$ cat src/rtl/bw_mult_arbiter_pkg.sv
// Shared defaults and helpers for the round-robin arbitrated Baugh-Wooley multiplier.
package bw_mult_arbiter_pkg;

  localparam int N_DEF    = 16;
  localparam int NREQ_DEF = 4;

  // Q(N-1) saturation limits at the default operand width
  localparam logic [N_DEF-1:0] Q_MAX_DEF = {1'b0, {(N_DEF-1){1'b1}}};
  localparam logic [N_DEF-1:0] Q_MIN_DEF = {1'b1, {(N_DEF-1){1'b0}}};

  // Requester index width; a single requester still gets a 1-bit id
  function automatic int calc_iw(input int nreq);
    return (nreq > 1) ? $clog2(nreq) : 1;
  endfunction

  // Largest positive Q(n-1) value, zero-extended to 64 bits
  function automatic logic [63:0] q_pos_sat(input int n);
    return (64'd1 << (n - 1)) - 64'd1;
  endfunction

endpackage

$ cat src/rtl/bw_mult_arbiter_mult.sv
// Combinational N x N signed multiplier, modified Baugh-Wooley array.
module bw_mult #(
  parameter int N = 16
) (
  input  logic [N-1:0]   a,
  input  logic [N-1:0]   b,
  output logic [2*N-1:0] p
);

  logic [2*N-1:0] acc;
  logic [N-1:0]   row;

  // Sign-row terms are complemented; the 2^N and 2^(2N-1) constants restore the sign.
  always_comb begin
    acc          = '0;
    row          = '0;
    acc[N]       = 1'b1;
    acc[2*N-1]   = 1'b1;
    for (int j = 0; j < N; j++) begin
      if (j < N - 1)
        row = {~(a[N-1] & b[j]), a[N-2:0] & {(N-1){b[j]}}};
      else
        row = {a[N-1] & b[N-1], ~(a[N-2:0] & {(N-1){b[N-1]}})};
      acc = acc + ({{N{1'b0}}, row} << j);
    end
  end

  assign p = acc;

endmodule

$ cat src/rtl/bw_mult_arbiter.sv
// Round-robin arbiter feeding a two-stage signed multiply pipeline with Q(N-1) output.
module bw_mult_arbiter
  import bw_mult_arbiter_pkg::*;
#(
  parameter  int N    = N_DEF,
  parameter  int NREQ = NREQ_DEF,
  localparam int IW   = calc_iw(NREQ)
) (
  input  logic              clk,
  input  logic              rst_n,
  input  logic [NREQ-1:0]   req_valid,
  output logic [NREQ-1:0]   req_ready,
  input  logic [NREQ*N-1:0] req_a,
  input  logic [NREQ*N-1:0] req_b,
  output logic              rsp_valid,
  input  logic              rsp_ready,
  output logic [2*N-1:0]    rsp_p,
  output logic [N-1:0]      rsp_q,
  output logic [IW-1:0]     rsp_id
);

  localparam logic [63:0]  Q_MAX_W = q_pos_sat(N);
  localparam logic [N-1:0] Q_MAX   = Q_MAX_W[N-1:0];
  localparam logic [N-1:0] Q_MIN   = ~Q_MAX;

  logic [IW-1:0]  ptr;
  logic           gnt_any;
  logic [IW-1:0]  gnt_idx;
  logic [IW-1:0]  idx_s;
  int             idx;
  logic [N-1:0]   gnt_a, gnt_b;
  logic           load_p1, load_p2;

  logic           vld_p1;
  logic signed [N-1:0] a_p1, b_p1;
  logic [IW-1:0]  id_p1;
  logic [2*N-1:0] mult_p;

  logic           vld_p2;
  logic signed [2*N-1:0] p_p2;
  logic signed [N-1:0]   q_p2;
  logic [IW-1:0]  id_p2;

  // Only a*b = (-2^(N-1))^2 overflows the Q(N-1) window; clamp symmetrically anyway.
  function automatic logic [N-1:0] sat_q(input logic [2*N-1:0] p);
    if (p[2*N-1] != p[2*N-2])
      return p[2*N-1] ? Q_MIN : Q_MAX;
    return p[2*N-2:N-1];
  endfunction

  // Lowest offset from ptr wins, so scan offsets high to low and keep the last hit.
  always_comb begin
    gnt_any = 1'b0;
    gnt_idx = '0;
    idx     = 0;
    idx_s   = '0;
    for (int k = NREQ - 1; k >= 0; k--) begin
      idx   = (int'(ptr) + k) % NREQ;
      idx_s = IW'(idx);
      if (req_valid[idx_s]) begin
        gnt_any = 1'b1;
        gnt_idx = idx_s;
      end
    end
  end

  assign load_p2   = !vld_p2 || rsp_ready;
  assign load_p1   = !vld_p1 || load_p2;
  assign req_ready = (rst_n && gnt_any && load_p1) ? (NREQ'(1) << gnt_idx) : '0;
  assign gnt_a     = req_a[gnt_idx*N +: N];
  assign gnt_b     = req_b[gnt_idx*N +: N];

  bw_mult #(.N(N)) u_mult (
    .a (a_p1),
    .b (b_p1),
    .p (mult_p)
  );

  always_ff @(posedge clk or negedge rst_n) begin
    if (!rst_n) begin
      ptr    <= '0;
      vld_p1 <= 1'b0;
      a_p1   <= '0;
      b_p1   <= '0;
      id_p1  <= '0;
      vld_p2 <= 1'b0;
      p_p2   <= '0;
      q_p2   <= '0;
      id_p2  <= '0;
    end else begin
      // Stage 2: product register, held while the consumer stalls
      if (load_p2) begin
        vld_p2 <= vld_p1;
        if (vld_p1) begin
          p_p2  <= mult_p;
          q_p2  <= sat_q(mult_p);
          id_p2 <= id_p1;
        end
      end
      // Stage 1: granted operands
      if (load_p1) begin
        vld_p1 <= gnt_any;
        if (gnt_any) begin
          a_p1  <= gnt_a;
          b_p1  <= gnt_b;
          id_p1 <= gnt_idx;
          ptr   <= (gnt_idx == IW'(NREQ - 1)) ? '0 : gnt_idx + 1'b1;
        end
      end
    end
  end

  assign rsp_valid = vld_p2;
  assign rsp_p     = p_p2;
  assign rsp_q     = q_p2;
  assign rsp_id    = id_p2;

endmodule

$ cat config.mk
export PLATFORM = sky130hd
export DESIGN_NAME = bw_mult_arbiter
export DESIGN_NICKNAME = d
export VERILOG_FILES = /design/src/rtl/bw_mult_arbiter_pkg.sv /design/src/rtl/bw_mult_arbiter_mult.sv /design/src/rtl/bw_mult_arbiter.sv
export SDC_FILE = /design/constraint.sdc
export NUM_CORES = 1
export LEC_CHECK = 0
export BUFFER_PORTS_ARGS = -buffer_cell sky130_fd_sc_hd__buf_4
export CAP_MARGIN = 5
export CORE_MARGIN = 2
export CORE_UTILIZATION = 60
export DETAILED_ROUTE_END_ITERATION = 8
export GPL_ROUTABILITY_DRIVEN = 0
export HOLD_SLACK_MARGIN = 0.12
export PLACE_DENSITY = 0.83
export SYNTH_ARGS = -nofsm -noshare
export SYNTH_HDL_FRONTEND = slang
export SYNTH_SLANG_ARGS = --single-unit
$ cat constraint.sdc
create_clock -name clk -period 7.2 [get_ports clk]
set_input_delay 0.36 -clock clk [delete_from_list [all_inputs] [get_ports clk]]
set_output_delay 0.36 -clock clk [all_outputs]
set_load 0.05 [all_outputs]
== Word level (Yosys, flattened, before mapping) ==
Cells that the tools add are included.
Storage, ports and cells
  register bits: 88
  logic and storage cells: 118
  output and inout bits: 55
  input bits: 135
Cells by class
  bitwise operators: 48
  equality and inequality tests: 2
  $lt $le $gt $ge: 4
  muxes and demuxes: 24
  add/sub/neg operators: 20
  shift operators: 3
  reduce and logical (&&, ||, !) cells: 8
Operator list (number)
  $and 15x15->15: 16
  $shiftx 64x7->16: 2
  $mux 16: 3
  $add 32x16->32 const A: 1
  $add 32x17->32: 1
  $add 32x18->32: 1
  $add 32x19->32: 1
  $add 32x20->32: 1
  $add 32x21->32: 1
  $add 32x22->32: 1
  $add 32x23->32: 1
  $add 32x24->32: 1
  $add 32x25->32: 1
  $add 32x26->32: 1
  $add 32x27->32: 1
  $add 32x28->32: 1
  $add 32x29->32: 1
  $add 32x30->32: 1
  $add 32x31->32: 1
  $and 1x1->1: 16
  $not 1->1: 15
  $not 15->15: 1
  $lt 2x3->1 const B: 4
  $mux 1: 11
  12 further kinds: 25

== Logic depth before layout (Yosys ltp) ==
  depth in word-level cells: 23
  mapped depth: 24

== Modules after synthesis ==
Synthesis repeated with hierarchy kept, for this count alone.
Unflattened totals
  cells, all modules: 1352
  area total of the unflattened synthesis: 12703.4 µm²
By module, submodules not included
  bw_mult: area an instance 8144.1 µm², sequential area each 0.0 µm², instances 1, cells each 913
  bw_mult_arbiter: area an instance 4559.4 µm², sequential area each 2202.1 µm², instances 1, cells each 439

== Worst setup path after synthesis ==
Ideal clock, no wire load.
  path type: reg2reg
  from: register b_p1[11]
  to: register q_p2[0] (netlist: rsp_q[0])
  cell stages (with the launch flop): 25
  slack: 1251 ps
  arrival time: 5873 ps
  required time: 7124 ps
  buffers on the path: 3
  cell sequence: dfrtp_1 -> clkbuf_1 -> clkbuf_1 -> nand2_1 -> fa_1 -> inv_1 -> fa_1 -> inv_1 -> fa_1 -> inv_1 -> fa_1 -> fa_1 -> inv_1 -> fa_1 -> inv_1 -> ha_1 -> a21oi_1 -> o211ai_1 -> a31oi_1 -> o31ai_4 -> mux2i_1 -> or2_4 -> buf_6 -> maj3_2 -> o21ai_1
Between the ends
  cells in the longest elaborated chain, start to end: 12
  elaborated cells on any way between the ends: 15
RTL lines
  from (decl): line bw_mult_arbiter.sv:35  | logic signed [N-1:0] a_p1, b_p1;
  from (signal assigned): line bw_mult_arbiter.sv:105  | b_p1 <= gnt_b;
  $and 1x1->1: line bw_mult_arbiter_mult.sv:21  | row = {~(a[N-1] & b[j]), a[N-2:0] & {(N-1){b[j]}}};
  $not 1->1: line bw_mult_arbiter_mult.sv:21
  $add 32x27->32 *: line bw_mult_arbiter_mult.sv:24  | acc = acc + ({{N{1'b0}}, row} << j);
  $add 32x28->32 *: line bw_mult_arbiter_mult.sv:24
  $add 32x29->32 *: line bw_mult_arbiter_mult.sv:24
  $add 32x30->32 *: line bw_mult_arbiter_mult.sv:24
  $add 32x31->32 *: line bw_mult_arbiter_mult.sv:24
  $ne 1x1->1: line bw_mult_arbiter.sv:46  | if (p[2*N-1] != p[2*N-2])
  $mux 1: line bw_mult_arbiter.sv:46
  $mux 1: line bw_mult_arbiter.sv:94  | if (vld_p1) begin
  $mux 1: line bw_mult_arbiter.sv:92  | if (load_p2) begin
  $mux 16 *: line bw_mult_arbiter.sv:48  | return p[2*N-2:N-1];
  to (signal assigned): line bw_mult_arbiter.sv:96  | q_p2 <= sat_q(mult_p);
  to (decl): line bw_mult_arbiter.sv:41  | logic signed [N-1:0] q_p2;
Every way passes the cells marked *; elsewhere a longest branch is shown, timed or not. The select of a mux whose other input is x is not followed.
A chain may end at the register's enable or synchronous reset.

== Final worst setup path ==
  from: register a_p1[6]
  to: register q_p2[10] (netlist: rsp_q[10])
Between the ends
  cells in the longest elaborated chain, start to end: 22
  elaborated cells on any way between the ends: 40
RTL lines
  from (decl): line bw_mult_arbiter.sv:35
  from (signal assigned): line bw_mult_arbiter.sv:104  | a_p1 <= gnt_a;
  $and 15x15->15: line bw_mult_arbiter_mult.sv:21
  $add 32x16->32: line bw_mult_arbiter_mult.sv:24
  $add 32x17->32: line bw_mult_arbiter_mult.sv:24
  $add 32x18->32: line bw_mult_arbiter_mult.sv:24
  $add 32x19->32: line bw_mult_arbiter_mult.sv:24
  $add 32x20->32: line bw_mult_arbiter_mult.sv:24
  $add 32x21->32: line bw_mult_arbiter_mult.sv:24
  $add 32x22->32: line bw_mult_arbiter_mult.sv:24
  (+6 left out)
  $add 32x29->32: line bw_mult_arbiter_mult.sv:24
  $add 32x30->32: line bw_mult_arbiter_mult.sv:24
  $add 32x31->32 *: line bw_mult_arbiter_mult.sv:24
  $ne 1x1->1: line bw_mult_arbiter.sv:46
  $mux 1: line bw_mult_arbiter.sv:46
  $mux 1: line bw_mult_arbiter.sv:94
  $mux 1: line bw_mult_arbiter.sv:92
  $mux 16 *: line bw_mult_arbiter.sv:48
Marks and branches as above.

==> results.ini <==
[outcome]
status = completed

[floorplan]
pin_count = 190
dieWidth_um = 149
die_h_um = 149
start_util_pct = 60.8
dieArea_um2 = 22300
rows = 53
core_um2 = 20900

[logic_synthesis]
synthArstFlopShare_pct = 100
mappedNetlistNets = 1959
synth_area_um2 = 12700
synthFlopType = dfrtp_1
synth_top_area_cell = fa_1
syn_avg_cell_area_um2 = 8.32
synth_edf_count = 0
synth_top_area_share_pct = 31.2
synth_cells = 1527
synthTopCellsByArea = fa_1, dfrtp_1, nand2_1
ys_seq_elements = 88
yosysSeqAreaShare_pct = 17.3
synth_warnings = 0
synth_cell_type_count = 52

[grt]
grt_pass1_wl_um = 52800
grt_pass1_vias = 11203
track_usage_pct = 30.0
antenna_found_initial = 0
grt_max_degree = 75
grt-ovfl-total = 0

[route]
first_iter_violations = 891
viasPerCell = 5.66
routed_wl_um = 32400
ant_nets = 0
dr.pass1.iters = 8
wl_per_cell_um = 16.8
vias = 10930
drc_errors = 0

[cts]
clk_path_buf_depth = 2
cts_root_buffer = clkbuf_16
cts_sinks = 88
cts_post_setup_buffers_inserted = 0
cts_tree = done
ctsResizeCount = 0
clkTransAtPathRegs_ns = 0.08
cts_buffers = 9
clock_latency_ns = 0.36
cts-htree-levels = 3

[timing]
hold_ws_ns = 0.270
clock.fmax_mhz = 152
worst_slew_pin_slew_ns = 1.16
rsz0062_at_grt = no
setup_ws_ns = 0.621
period_needed_ns = 6.58
layout_worst_path_cycle_share_pct = 91.4
finalSetupTns_ns = 0
report.final.slew_viol_count = 0
clock_skew_ns = 0.0105
final_hold_viol_count = 0
relSlewSlack_pct = 22.7
setup_viol = 0

[place]
port_buffers = 189
dp_hpwl_um = 24800
pre_cts_ws_ns = 0.743

[layout]
fin_util_pct = 69.5
syn2layout_area_growth_pct = 14.3
multi_input_area_um2 = 9490
final_common_cell = nand2_1
drive_gt1_share_pct = 13.5
final_cell_mix = nand2_1, fa_1, buf_4
fin_nets = 2082
fill_cells = 1692
seqCellArea_um2 = 2200
antennaDiodeCount = 0

[worst_setup_path]
worstPathMaxFanout = 17
timing.critical_path.to_type = flop
cp_data_arrival_time_ns = 6.86
r2r_slack_ns = 0.62
critPathLaunchType = flop
crit_type = flop to flop
required_ns = 7.48

[worst_hold_path]
min_path_type = primary input to flop

[flow_run]
drv_cap = 0

## path summary, 6_finish.rpt
check,from,end,cells after the start
max,a_p1[6],rsp_q[10],21
min,req_valid[2],vld_p1,3
max reg2reg,a_p1[6],rsp_q[10],21
min reg2reg,rsp_p[0],rsp_p[0],2
max in group asynchronous,rst_n,rsp_p[12],3
min in group asynchronous,rst_n,a_p1[1],2
## kinds of logic (layout without fill, tap and decap cells)
group	after synthesis	after routing	synth area share, %
AND/OR/NAND/NOR	644	644	22.5
adder cells (fa/ha/maj)	306	306	41.7
buffers and inverters	273	401	8.13
AO/OA/AOI/OAI	190	190	8.51
flip-flops	88	88	17.3
XOR/XNOR	22	22	1.52
multiplexers	4	4	0.315
## critical path, cell delays in order, from the launching register on
cell	delay (ns)
dfrtp_1	0.85
nand2_1	0.18
fa_1	0.58
inv_1	0.05
fa_1	0.48
inv_1	0.05
fa_1	0.49
inv_1	0.05
fa_1	0.44
fa_1	0.52
inv_1	0.05
fa_1	0.47
inv_1	0.04
ha_1	0.35
a21oi_1	0.25
o211ai_1	0.16
a31oi_1	0.29
o31ai_4	0.17
mux2i_1	0.16
or2_4	0.34
maj3_1	0.35
o21ai_0	0.14
## cells in the mapped netlist (8+ instances only)
| cell type | n |
|---|---|
| ha_1 | 99 |
| clkbuf_1 | 76 |
| nand3_1 | 39 |
| nor2_1 | 115 |
| o21ai_0 | 111 |
| a21o_1 | 8 |
| inv_1 | 192 |
| nand2_1 | 339 |
| and3_1 | 8 |
| and2_1 | 119 |
| fa_1 | 198 |
| dfrtp_1 | 88 |
| xor2_1 | 15 |
| a21oi_1 | 33 |
## sequential cells by signal (all words and copies together), names as in the netlist
signal and flops:
rsp_valid 1, rsp_id 2, a_p1 16, b_p1 16, rsp_p 32, rsp_q 16, ptr 2, vld_p1 1
id_p1 2
## routing by layer
layer | global-route usage (%) | routed length (µm) | vias to the layer above
met5 | 0 | 0 | -
met4 | 11.7 | 1160 | 0
met3 | 4.82 | 1860 | 91
met2 | 53.8 | 17600 | 438
met1 | 36.1 | 11800 | 5418
li1 | - | - | 4983
## metrics by stage
stage / std cells / instance area (µm²)
after floorplan: 1527 / 12700
after global placement: 1913 / 14200
after detailed placement: 1913 / 14200
after CTS: 1930 / 14500
after global routing: 1930 / 14500
final: 1930 / 14500
## cell type report
cell class	instances	share of cell area [%]
multi-input combinational	1166	65.4
sequential	88	15.2
timing repair buffer	193	10.0
inverter	192	4.97
tap	275	2.37
clock buffer	10	1.65
clock inverter	6	0.474
## repair_timing
action / CTS / global route
hold buffers: 1 / 0
endpoints found under the setup margin: 0 / 0
endpoints found under the hold margin: 37 / 0
Power is left out: the tool's default activity adds up to more than one toggle a clock period on the data nets, which glitch-free logic cannot reach.
